--- config.mk ---
export PLATFORM = sky130hd
export DESIGN_NAME = branch_target_table
export DESIGN_NICKNAME = d
export VERILOG_FILES = /design/src/rtl/fetch_pkg.sv /design/src/rtl/bt_target_calc.sv /design/src/rtl/branch_target_table.sv
export SDC_FILE = /design/constraint.sdc
export NUM_CORES = 1
export LEC_CHECK = 0
export BUFFER_PORTS_ARGS = -buffer_cell sky130_fd_sc_hd__buf_4
export CAP_MARGIN = 20
export CELL_PAD_IN_SITES_DETAIL_PLACEMENT = 0
export CELL_PAD_IN_SITES_GLOBAL_PLACEMENT = 1
export CORE_UTILIZATION = 52
export DETAILED_ROUTE_END_ITERATION = 12
export HOLD_SLACK_MARGIN = 0.06
export PLACE_DENSITY_LB_ADDON = 0.1
export SYNTH_ARGS = -nofsm -noshare
export SYNTH_HDL_FRONTEND = slang
export SYNTH_HIERARCHICAL = 1
export SYNTH_SLANG_ARGS = --single-unit
--- constraint.sdc ---
create_clock -name clk -period 4.2 [get_ports clk]
set_input_delay 0.42 -clock clk [delete_from_list [all_inputs] [get_ports clk]]
set_output_delay 0.42 -clock clk [all_outputs]
set_load 0.01 [all_outputs]
--- src/rtl/fetch_pkg.sv ---
// Shared fetch-stage types and helpers used by the branch-target table and
// the later jump-resolve stage.
package fetch_pkg;

  typedef enum logic {
    BT_INIT  = 1'b0,
    BT_READY = 1'b1
  } bt_state_t;

  localparam int BT_D_DEF = 10;
  localparam int BT_A_DEF = 4;

  // Fall-through PC; callers truncate to their own PC width, so the carry
  // out of the top bit is discarded and the result wraps.
  function automatic logic [31:0] next_pc(input logic [31:0] p);
    return p + 32'd1;
  endfunction

endpackage

--- src/rtl/bt_target_calc.sv ---
// Resolves a table entry into a hit flag and a final target: fall-through
// on a miss, stored value for absolute entries, pc + offset for relative.
module bt_target_calc
  import fetch_pkg::*;
#(
  parameter int D = BT_D_DEF
) (
  input  logic         vld,
  input  logic         rel,
  input  logic [D-1:0] data,
  input  logic [D-1:0] pc,
  output logic         hit,
  output logic [D-1:0] target
);

  // Pure combinational target selection; the offset add is a plain D-bit
  // add, so negative offsets work as two's complement and carry is dropped.
  always_comb begin
    hit    = vld;
    target = data;
    if (!vld) begin
      target = D'(next_pc(32'(pc)));
    end else if (rel) begin
      target = pc + data;
    end
  end

endmodule

--- src/rtl/branch_target_table.sv ---
// Run-time programmable branch-target table with registered lookup, a
// write-first bypass, and a sweep FSM that invalidates every entry after
// reset or on a clear request.
module branch_target_table
  import fetch_pkg::*;
#(
  parameter int D = BT_D_DEF,
  parameter int A = BT_A_DEF
) (
  input  logic         clk,
  input  logic         rst_n,
  input  logic         clear,
  output logic         ready,
  input  logic         wr_en,
  input  logic [A-1:0] wr_addr,
  input  logic [D-1:0] wr_data,
  input  logic         wr_rel,
  input  logic         rd_req,
  input  logic [A-1:0] rd_addr,
  input  logic [D-1:0] pc,
  output logic         rd_valid,
  output logic         hit,
  output logic [D-1:0] target
);

  localparam int DEPTH = 2 ** A;
  localparam logic [A-1:0] LAST_ENTRY = {A{1'b1}};

  bt_state_t    state_q, state_d;
  logic [A-1:0] sweep_q, sweep_d;

  logic [D-1:0] data_mem [DEPTH];
  logic         rel_mem  [DEPTH];
  logic [DEPTH-1:0] vld_q;

  logic         wr_fire;
  logic         bypass;
  logic         e_vld;
  logic         e_rel;
  logic [D-1:0] e_data;
  logic         calc_hit;
  logic [D-1:0] calc_target;

  // ready comes straight from the state register, so it is glitch-free.
  assign ready = (state_q == BT_READY);

  // clear wins over a same-cycle write; writes outside READY are dropped.
  assign wr_fire = ready & wr_en & ~clear;

  // State and sweep counter register.
  always_ff @(posedge clk or negedge rst_n) begin
    if (!rst_n) begin
      state_q <= BT_INIT;
      sweep_q <= '0;
    end else begin
      // NOTE: sequential state uses non-blocking assignments so every
      // register samples pre-edge values regardless of statement order.
      state_q <= state_d;
      sweep_q <= sweep_d;
    end
  end

  // Next-state logic: sweep every entry once, restart on clear.
  always_comb begin
    // NOTE: defaults first, so no path through the case leaves a variable
    // unassigned and a latch cannot be inferred.
    state_d = state_q;
    sweep_d = sweep_q;
    unique case (state_q)
      BT_INIT: begin
        if (clear) begin
          sweep_d = '0;
        end else begin
          sweep_d = sweep_q + 1'b1;
          if (sweep_q == LAST_ENTRY) begin
            state_d = BT_READY;
          end
        end
      end
      BT_READY: begin
        if (clear) begin
          state_d = BT_INIT;
          sweep_d = '0;
        end
      end
      default: begin
        state_d = BT_INIT;
        sweep_d = '0;
      end
    endcase
  end

  // Entry payload storage.
  always_ff @(posedge clk) begin
    // NOTE: the payload array has no reset; an entry is only ever read
    // through its vld bit, which the INIT sweep clears.
    if (wr_fire) begin
      data_mem[wr_addr] <= wr_data;
      rel_mem[wr_addr]  <= wr_rel;
    end
  end

  // Valid bits: cleared one per cycle by the sweep, set by writes.
  always_ff @(posedge clk) begin
    if (state_q == BT_INIT) begin
      vld_q[sweep_q] <= 1'b0;
    end else if (wr_fire) begin
      vld_q[wr_addr] <= 1'b1;
    end
  end

  // Write-first bypass: a same-address write is visible to the lookup in
  // the same cycle. Anything read while not ready resolves as a miss.
  always_comb begin
    bypass = wr_fire && (wr_addr == rd_addr);
    e_vld  = ready && (bypass || vld_q[rd_addr]);
    e_rel  = bypass ? wr_rel  : rel_mem[rd_addr];
    e_data = bypass ? wr_data : data_mem[rd_addr];
  end

  bt_target_calc #(
    .D (D)
  ) u_calc (
    .vld    (e_vld),
    .rel    (e_rel),
    .data   (e_data),
    .pc     (pc),
    .hit    (calc_hit),
    .target (calc_target)
  );

  // Registered lookup result; hit/target hold when no request is made.
  always_ff @(posedge clk or negedge rst_n) begin
    if (!rst_n) begin
      rd_valid <= 1'b0;
      hit      <= 1'b0;
      target   <= '0;
    end else begin
      rd_valid <= rd_req;
      if (rd_req) begin
        hit    <= calc_hit;
        target <= calc_target;
      end
    end
  end

endmodule

Yosys cells after proc, flatten, opt, wreduce, memory -nomap -nowiden
Memory sizes are Yosys's and may differ from the RTL's.
Index checks and enable logic that the tools add are counted.
{"block": "op_classes", "addsub": 3, "mul": 0, "div": 0, "magnitude_cmp": 5, "eq_ne": 4, "shift": 0, "muxes": 21, "bitwise": 7, "n_reduce_logical": 5}
{"op": "two-way mux 16 bit", "count": 2}
{"op": "two-way mux 10 bit", "count": 3}
{"op": "bitwise AND 16 bit", "count": 1}
{"op": "inverter 16 bit", "count": 1}
{"op": "bitwise OR 16 bit", "count": 1}
{"op": "less-than comparator 4 x 5 -> 1 bit (second input constant)", "count": 3}
{"op": "adder 10 x 1 -> 10 bit (second input constant)", "count": 1}
{"op": "adder 10 bit", "count": 1}
{"op": "two-way mux 1 bit", "count": 9}
{"op": "demux 1 bit (select 4 bit)", "count": 2}
{"op": ">= comparator 4 x 1 -> 1 bit (second input constant)", "count": 2}
{"op": "two-way mux 4 bit", "count": 2}
{"op": "one-hot mux 4 bit (2 select lines)", "count": 1}
{"op": "adder 4 x 1 -> 4 bit (second input constant)", "count": 1}
{"op": "binary-select mux 1 bit (select 4 bit)", "count": 1}
{"op": "== test 4 bit", "count": 1}
{"op": "== test 4 bit (second input constant)", "count": 1}
{"op": "logical AND 1 bit", "count": 4}
{"op": "bitwise AND 1 bit", "count": 2}
{"op": "inequality test 2 x 1 -> 1 bit (second input constant)", "count": 1}
{"op": "inequality test 2 bit (second input constant)", "count": 1}
{"op": "inverter 1 bit", "count": 2}
{"op": "one-hot mux 1 bit (2 select lines)", "count": 1}
{"op": "logical OR 1 bit", "count": 1}
{"block": "word_totals", "ff_bits": 33, "latchBits": 0, "ramBits": 176, "mem_bits_ro": 0, "out_inout_bits": 13, "word_cells": 53, "n_memories": 2}
{"name": "data_mem", "words": 16, "width": 10, "read_ports": 1, "rd_clocked_by_memory_dff": 0, "write_ports": 1, "line_no": "branch_target_table.sv:32", "text": "logic [D-1:0] data_mem [DEPTH];"}
{"name": "rel_mem", "words": 16, "width": 1, "read_ports": 1, "rd_clocked_by_memory_dff": 0, "write_ports": 1, "line_no": "branch_target_table.sv:33", "text": "logic rel_mem [DEPTH];"}

Longest topological paths before layout
{"block": "logic_depth", "word_depth": 7, "ltp_mapped": 17, "ltp_nobuf": 13}

Modules after synthesis
The synthesis kept the hierarchy.
{"mod": "branch_target_table", "instances": 1, "cells_per_inst": 468, "area_each_um2": 8680.8, "seq_area_each_um2": 6190.9}
{"mod": "bt_target_calc", "instances": 1, "cells_per_inst": 103, "area_each_um2": 733.2, "seq_area_each_um2": 0.0}

Worst setup path after synthesis
No wires, ideal clock.
{"block": "synth_timing", "kind": "input to register", "startpoint": "input rd_addr[3]", "endpoint": "register target[8]", "setup_time_ns": 0.125, "arrival_ns": 3.646, "required_time_ns": 4.075, "path_slack_ns": 0.429, "path_stages": 16, "cell_sequence": "clkbuf_1 -> buf_2 -> buf_2 -> mux4_2 -> mux2i_1 -> mux2i_1 -> mux2_2 -> ha_1 -> fa_1 -> a21o_1 -> a21oi_1 -> o21bai_1 -> o31ai_1 -> mux2i_1 -> a31oi_1 -> mux2_2"}
{"block": "synth_via", "elab_chain_len": 6, "elab_cells_between_ends": 13, "cone_classes": "add/sub: 1; eq/ne: 1; mux: 6; reduce/logical: 3; memory: 2"}
{"element": "start, declared", "line_no": "branch_target_table.sv:19", "text": "input logic [A-1:0] rd_addr,"}
{"element": "branches (longest 2 deep; another with memory (16 x 10 bit))"}
{"element": "two-way mux 10 bit (*)", "line_no": "branch_target_table.sv:118", "text": "e_data = bypass ? wr_data : data_mem[rd_addr];"}
{"element": "named net e_data[0]", "line_no": "branch_target_table.sv:40", "text": "logic [D-1:0] e_data;"}
{"element": "adder 10 bit (*)", "line_no": "bt_target_calc.sv:24", "text": "target = pc + data;"}
{"element": "two-way mux 10 bit (*)", "line_no": "bt_target_calc.sv:23", "text": "end else if (rel) begin"}
{"element": "two-way mux 10 bit (*)", "line_no": "bt_target_calc.sv:21", "text": "if (!vld) begin"}
{"element": "named net calc_target[8]", "line_no": "branch_target_table.sv:42", "text": "logic [D-1:0] calc_target;"}
{"element": "end signal, assigned", "line_no": "branch_target_table.sv:142", "text": "target <= calc_target;"}
{"element": "end, declared", "line_no": "branch_target_table.sv:23", "text": "output logic [D-1:0] target"}
Mark *: on every way through the listed nets, which the timed path passes. The select of a mux whose other input is x is not followed.
A chain may end at the register's enable or synchronous reset.

Worst setup path after layout
{"block": "layout_timing", "startpoint": "register state_q (netlist: ready)", "endpoint": "register target[8]"}
{"block": "layout_via", "elab_chain_len": 7, "elab_cells_between_ends": 10, "cone_classes": "add/sub: 1; mux: 4; bitwise: 2; reduce/logical: 3"}
{"element": "start, declared", "line_no": "branch_target_table.sv:29", "text": "bt_state_t state_q, state_d;"}
{"element": "start signal, assigned", "line_no": "branch_target_table.sv:58", "text": "state_q <= state_d;"}
{"element": "bitwise AND 1 bit (2 in a row)", "line_no": "branch_target_table.sv:48", "text": "assign wr_fire = ready & wr_en & ~clear;"}
{"element": "logical AND 1 bit", "line_no": "branch_target_table.sv:115", "text": "bypass = wr_fire && (wr_addr == rd_addr);"}
{"element": "two-way mux 10 bit", "line_no": "branch_target_table.sv:118"}
{"element": "named net e_data[0]", "line_no": "branch_target_table.sv:40"}
{"element": "adder 10 bit", "line_no": "bt_target_calc.sv:24"}
{"element": "two-way mux 10 bit", "line_no": "bt_target_calc.sv:23"}
{"element": "two-way mux 10 bit", "line_no": "bt_target_calc.sv:21"}
{"element": "named net calc_target[8]", "line_no": "branch_target_table.sv:42"}
The timed path passes the listed nets, and every way through them passes these cells.

==> run metrics <==
via total after detailed routing=5266; drt pass-1 iters=5; flops & latches, synth=209; Max Cap Viol=0; first-pass GRT wire length=approximately 31 mm; Starting Density=0.5387; Hold Path End=sweep_q[2]$_DFFE_PN0P_; # port buffers=46; post-layout minimum cycle time=3.618 ns; Peak VDD IR=between 300 and 400 µV; Post-synth EDFFs=192; cell area after synthesis=9414 µm²; Via density=5.984; Num CTS Buffers=22; library cells used by synthesis=47; Hold Slack=roughly 0.11 ns; wire per inst=approximately 23 µm; Tightest Hold Check Type=primary input to flop; Setup crit end kind=flop; H-tree depth=1; Crit Path Category=flop to flop; Final ANT Viol Nets=0; die height=136.6 µm; Final HPWL DP=13.56 mm; PwrDens=roughly 420 nW/µm²; clk_lat worst skew=0.51 ns; initial DRC count=517; Seq/Total Area, Yosys=0.6576; num ports=47; gr usage total=0.2300; Critical Path Source Type=flop; DIE AREA=18650 µm²; worst slew pin tran=roughly 0.8 ns; TritonCTS clock tree=built; CTS root buffer=clkbuf_16; grt ovf=0; NumNets Final=~690; commonest non-fill, non-tap cell in the layout=edfxtp_1; DR DRC count=0; Clock transition at path regs=0.06 ns; Syn Nets=620; Pins Over Slew Limit=0; setup slack, reg-to-reg=0.58 ns; # clock sinks=between 200 and 250; final setup fails=0; area delta synth->final=15.15%; capturing point of the worst reg2reg path=target[8]$_DFFE_PN0P_; Yosys warnings=6; Hold Crit Start=clear; CP Data Arrival Time=4.00 ns; n_diodes=0; Leakage=between 3 and 4 nW; final hold vios=0; Slew Limit Headroom=0.4523; buffer count from post-CTS setup fixing=0; Die Width=136.6 µm; DP Worst Slack=around 0.15 ns; mean post-synth cell area=16.49 µm²; vias in the first global route=approximately 5.3k; largest net degree at the start of global routing=28; Fmax=276.4 MHz; CORE AREA=~17000 µm²; initial antenna violation count=0; row count=between 40 and 50; CP required=4.58 ns; CP Max Fanout=12; FF-to-FF path depth=14; reg2reg start=ready$_DFF_PN0_; WHS Path Cells=2; async set-reset flop share out of synthesis=0.08134; most frequent cells in the layout=edfxtp_1, buf_4, mux4_2; setup_tns=0 ns; RSZ-0062 raised after global routing=false; PostCTS Resize Cnt=0; Detailed Route WL=around 20 mm; status=completed; Worst Skew=0.02176 ns; CTS max path bufs=3; final worst setup slack=0.5821 ns; fraction of layout cells with a size suffix above 1=0.2809; ys flop type=edfxtp_1; Post-Syn Instances=between 500 and 600; RePlAce Congestion=0.8063; fin crit share=0.8614
[how the worst max path moves through the flow]
stage / cells past startpoint / from / endpoint
floorplan: 16 / rd_addr[3] / target[8]$_DFFE_PN0P_
global placement: 16 / rd_addr[0] / target[8]$_DFFE_PN0P_
detailed placement: 16 / rd_addr[0] / target[8]$_DFFE_PN0P_
CTS: 14 / ready$_DFF_PN0_ / target[8]$_DFFE_PN0P_
global route: 14 / ready$_DFF_PN0_ / target[8]$_DFFE_PN0P_
finish: 14 / ready$_DFF_PN0_ / target[8]$_DFFE_PN0P_
[cell usage after synthesis, types with 2 or more instances]
cell / count / area (µm²)
inv_1: 6 / 22.52
nor3_1: 6 / 30.03
nand2_1: 25 / 93.84
clkbuf_1: 15 / 56.30
buf_2: 7 / 35.03
and3_1: 3 / 18.77
mux2_2: 23 / 259.0
mux2i_1: 43 / 430.4
o22ai_1: 2 / 12.51
nor2_1: 42 / 157.7
buf_1: 4 / 15.01
buf_4: 3 / 22.52
a31oi_1: 8 / 50.05
dfrtp_1: 17 / 425.4
o31ai_1: 2 / 15.01
nor2b_1: 8 / 50.05
mux4_2: 47 / 1059
o21ai_0: 7 / 35.03
ha_1: 14 / 175.2
edfxtp_1: 192 / 5766
xnor2_1: 15 / 131.4
nand4_1: 5 / 31.28
xor2_1: 4 / 35.03
or2_2: 2 / 12.51
a21oi_1: 35 / 175.2
nand2b_1: 5 / 31.28
a41oi_1: 3 / 26.28
nand3_1: 9 / 45.04
[through the flow]
stage | cells | util | power, W | area, µm²
final | 880 | 0.6203 | 0.004568 | 10840
after global routing | 880 | 0.6203 | 0.004704 | 10840
after CTS | 879 | 0.6196 | 0.004608 | 10830
after detailed placement | 839 | 0.5793 | 0.002744 | 10120
after global placement | 838 | 0.5787 | 0.002737 | 10110
after floorplan | 571 | - | 0.002594 | 9414
[logic make-up after synthesis]
group                      synth area share
AOI/OAI and AO/OA                   0.04293
xor gates and xnor gates            0.01768
adders and majority gates           0.02073
buffers and inverters               0.02100
DFF                                  0.6576
muxes                                0.1857
and+or+nand+nor                     0.05436
[final cells by class]
cell class | count | area (µm²)
fillers | 1275 | 6636
flip-flops and latches | 209 | 6191
multi-input cells | 324 | 3025
repair buffers | 77 | 625.6
clock buffers | 25 | 561.8
well taps | 225 | 281.5
clock inverters | 14 | 132.6
inverters | 6 | 22.52
[flip-flops by register name (all words and copies together) (netlist names)]
name	flops
data_mem	160
rel_mem	16
vld_q	16
target	10
sweep_q	4
hit	1
rd_valid	1
ready	1
[critical path, cell delays in order, from the launching register on]
cell      delay, ns
dfrtp_1        0.35
nand2_1        0.06
or2_2          0.30
nor2_1         0.20
buf_12         0.17
mux2_2         0.37
ha_1           0.22
fa_1           0.41
a21o_1         0.20
a21oi_1        0.21
o21bai_1       0.11
o31ai_1        0.26
mux2i_1        0.23
a31oi_1        0.09
mux2_2         0.29
[power breakdown]
group          internal (W)  leakage (nW)  switching (W)
Combinational      0.000185          1.47       0.000219
Clock               0.00109         0.340       0.000780
Sequential          0.00228          1.99      0.0000117
[per-layer routing]
| metal | track usage | wire length, µm | up-vias |
|---|---|---|---|
| met1 | 0.3392 | 9105 | 2688 |
| met3 | 0.03519 | 1178 | 35 |
| met4 | 0.07284 | 525 | 0 |
| met2 | 0.3539 | 9663 | 157 |
| li1 | - | - | 2386 |
| met5 | 0 | 0 | - |
[timing repair]
| action | CTS | global route |
|---|---|---|
| endpoints found under the hold margin | 17 | 0 |
| hold buffers | 1 | 0 |
| endpoints found under the setup margin | 0 | 0 |
Power figures use the tool's default switching activity.
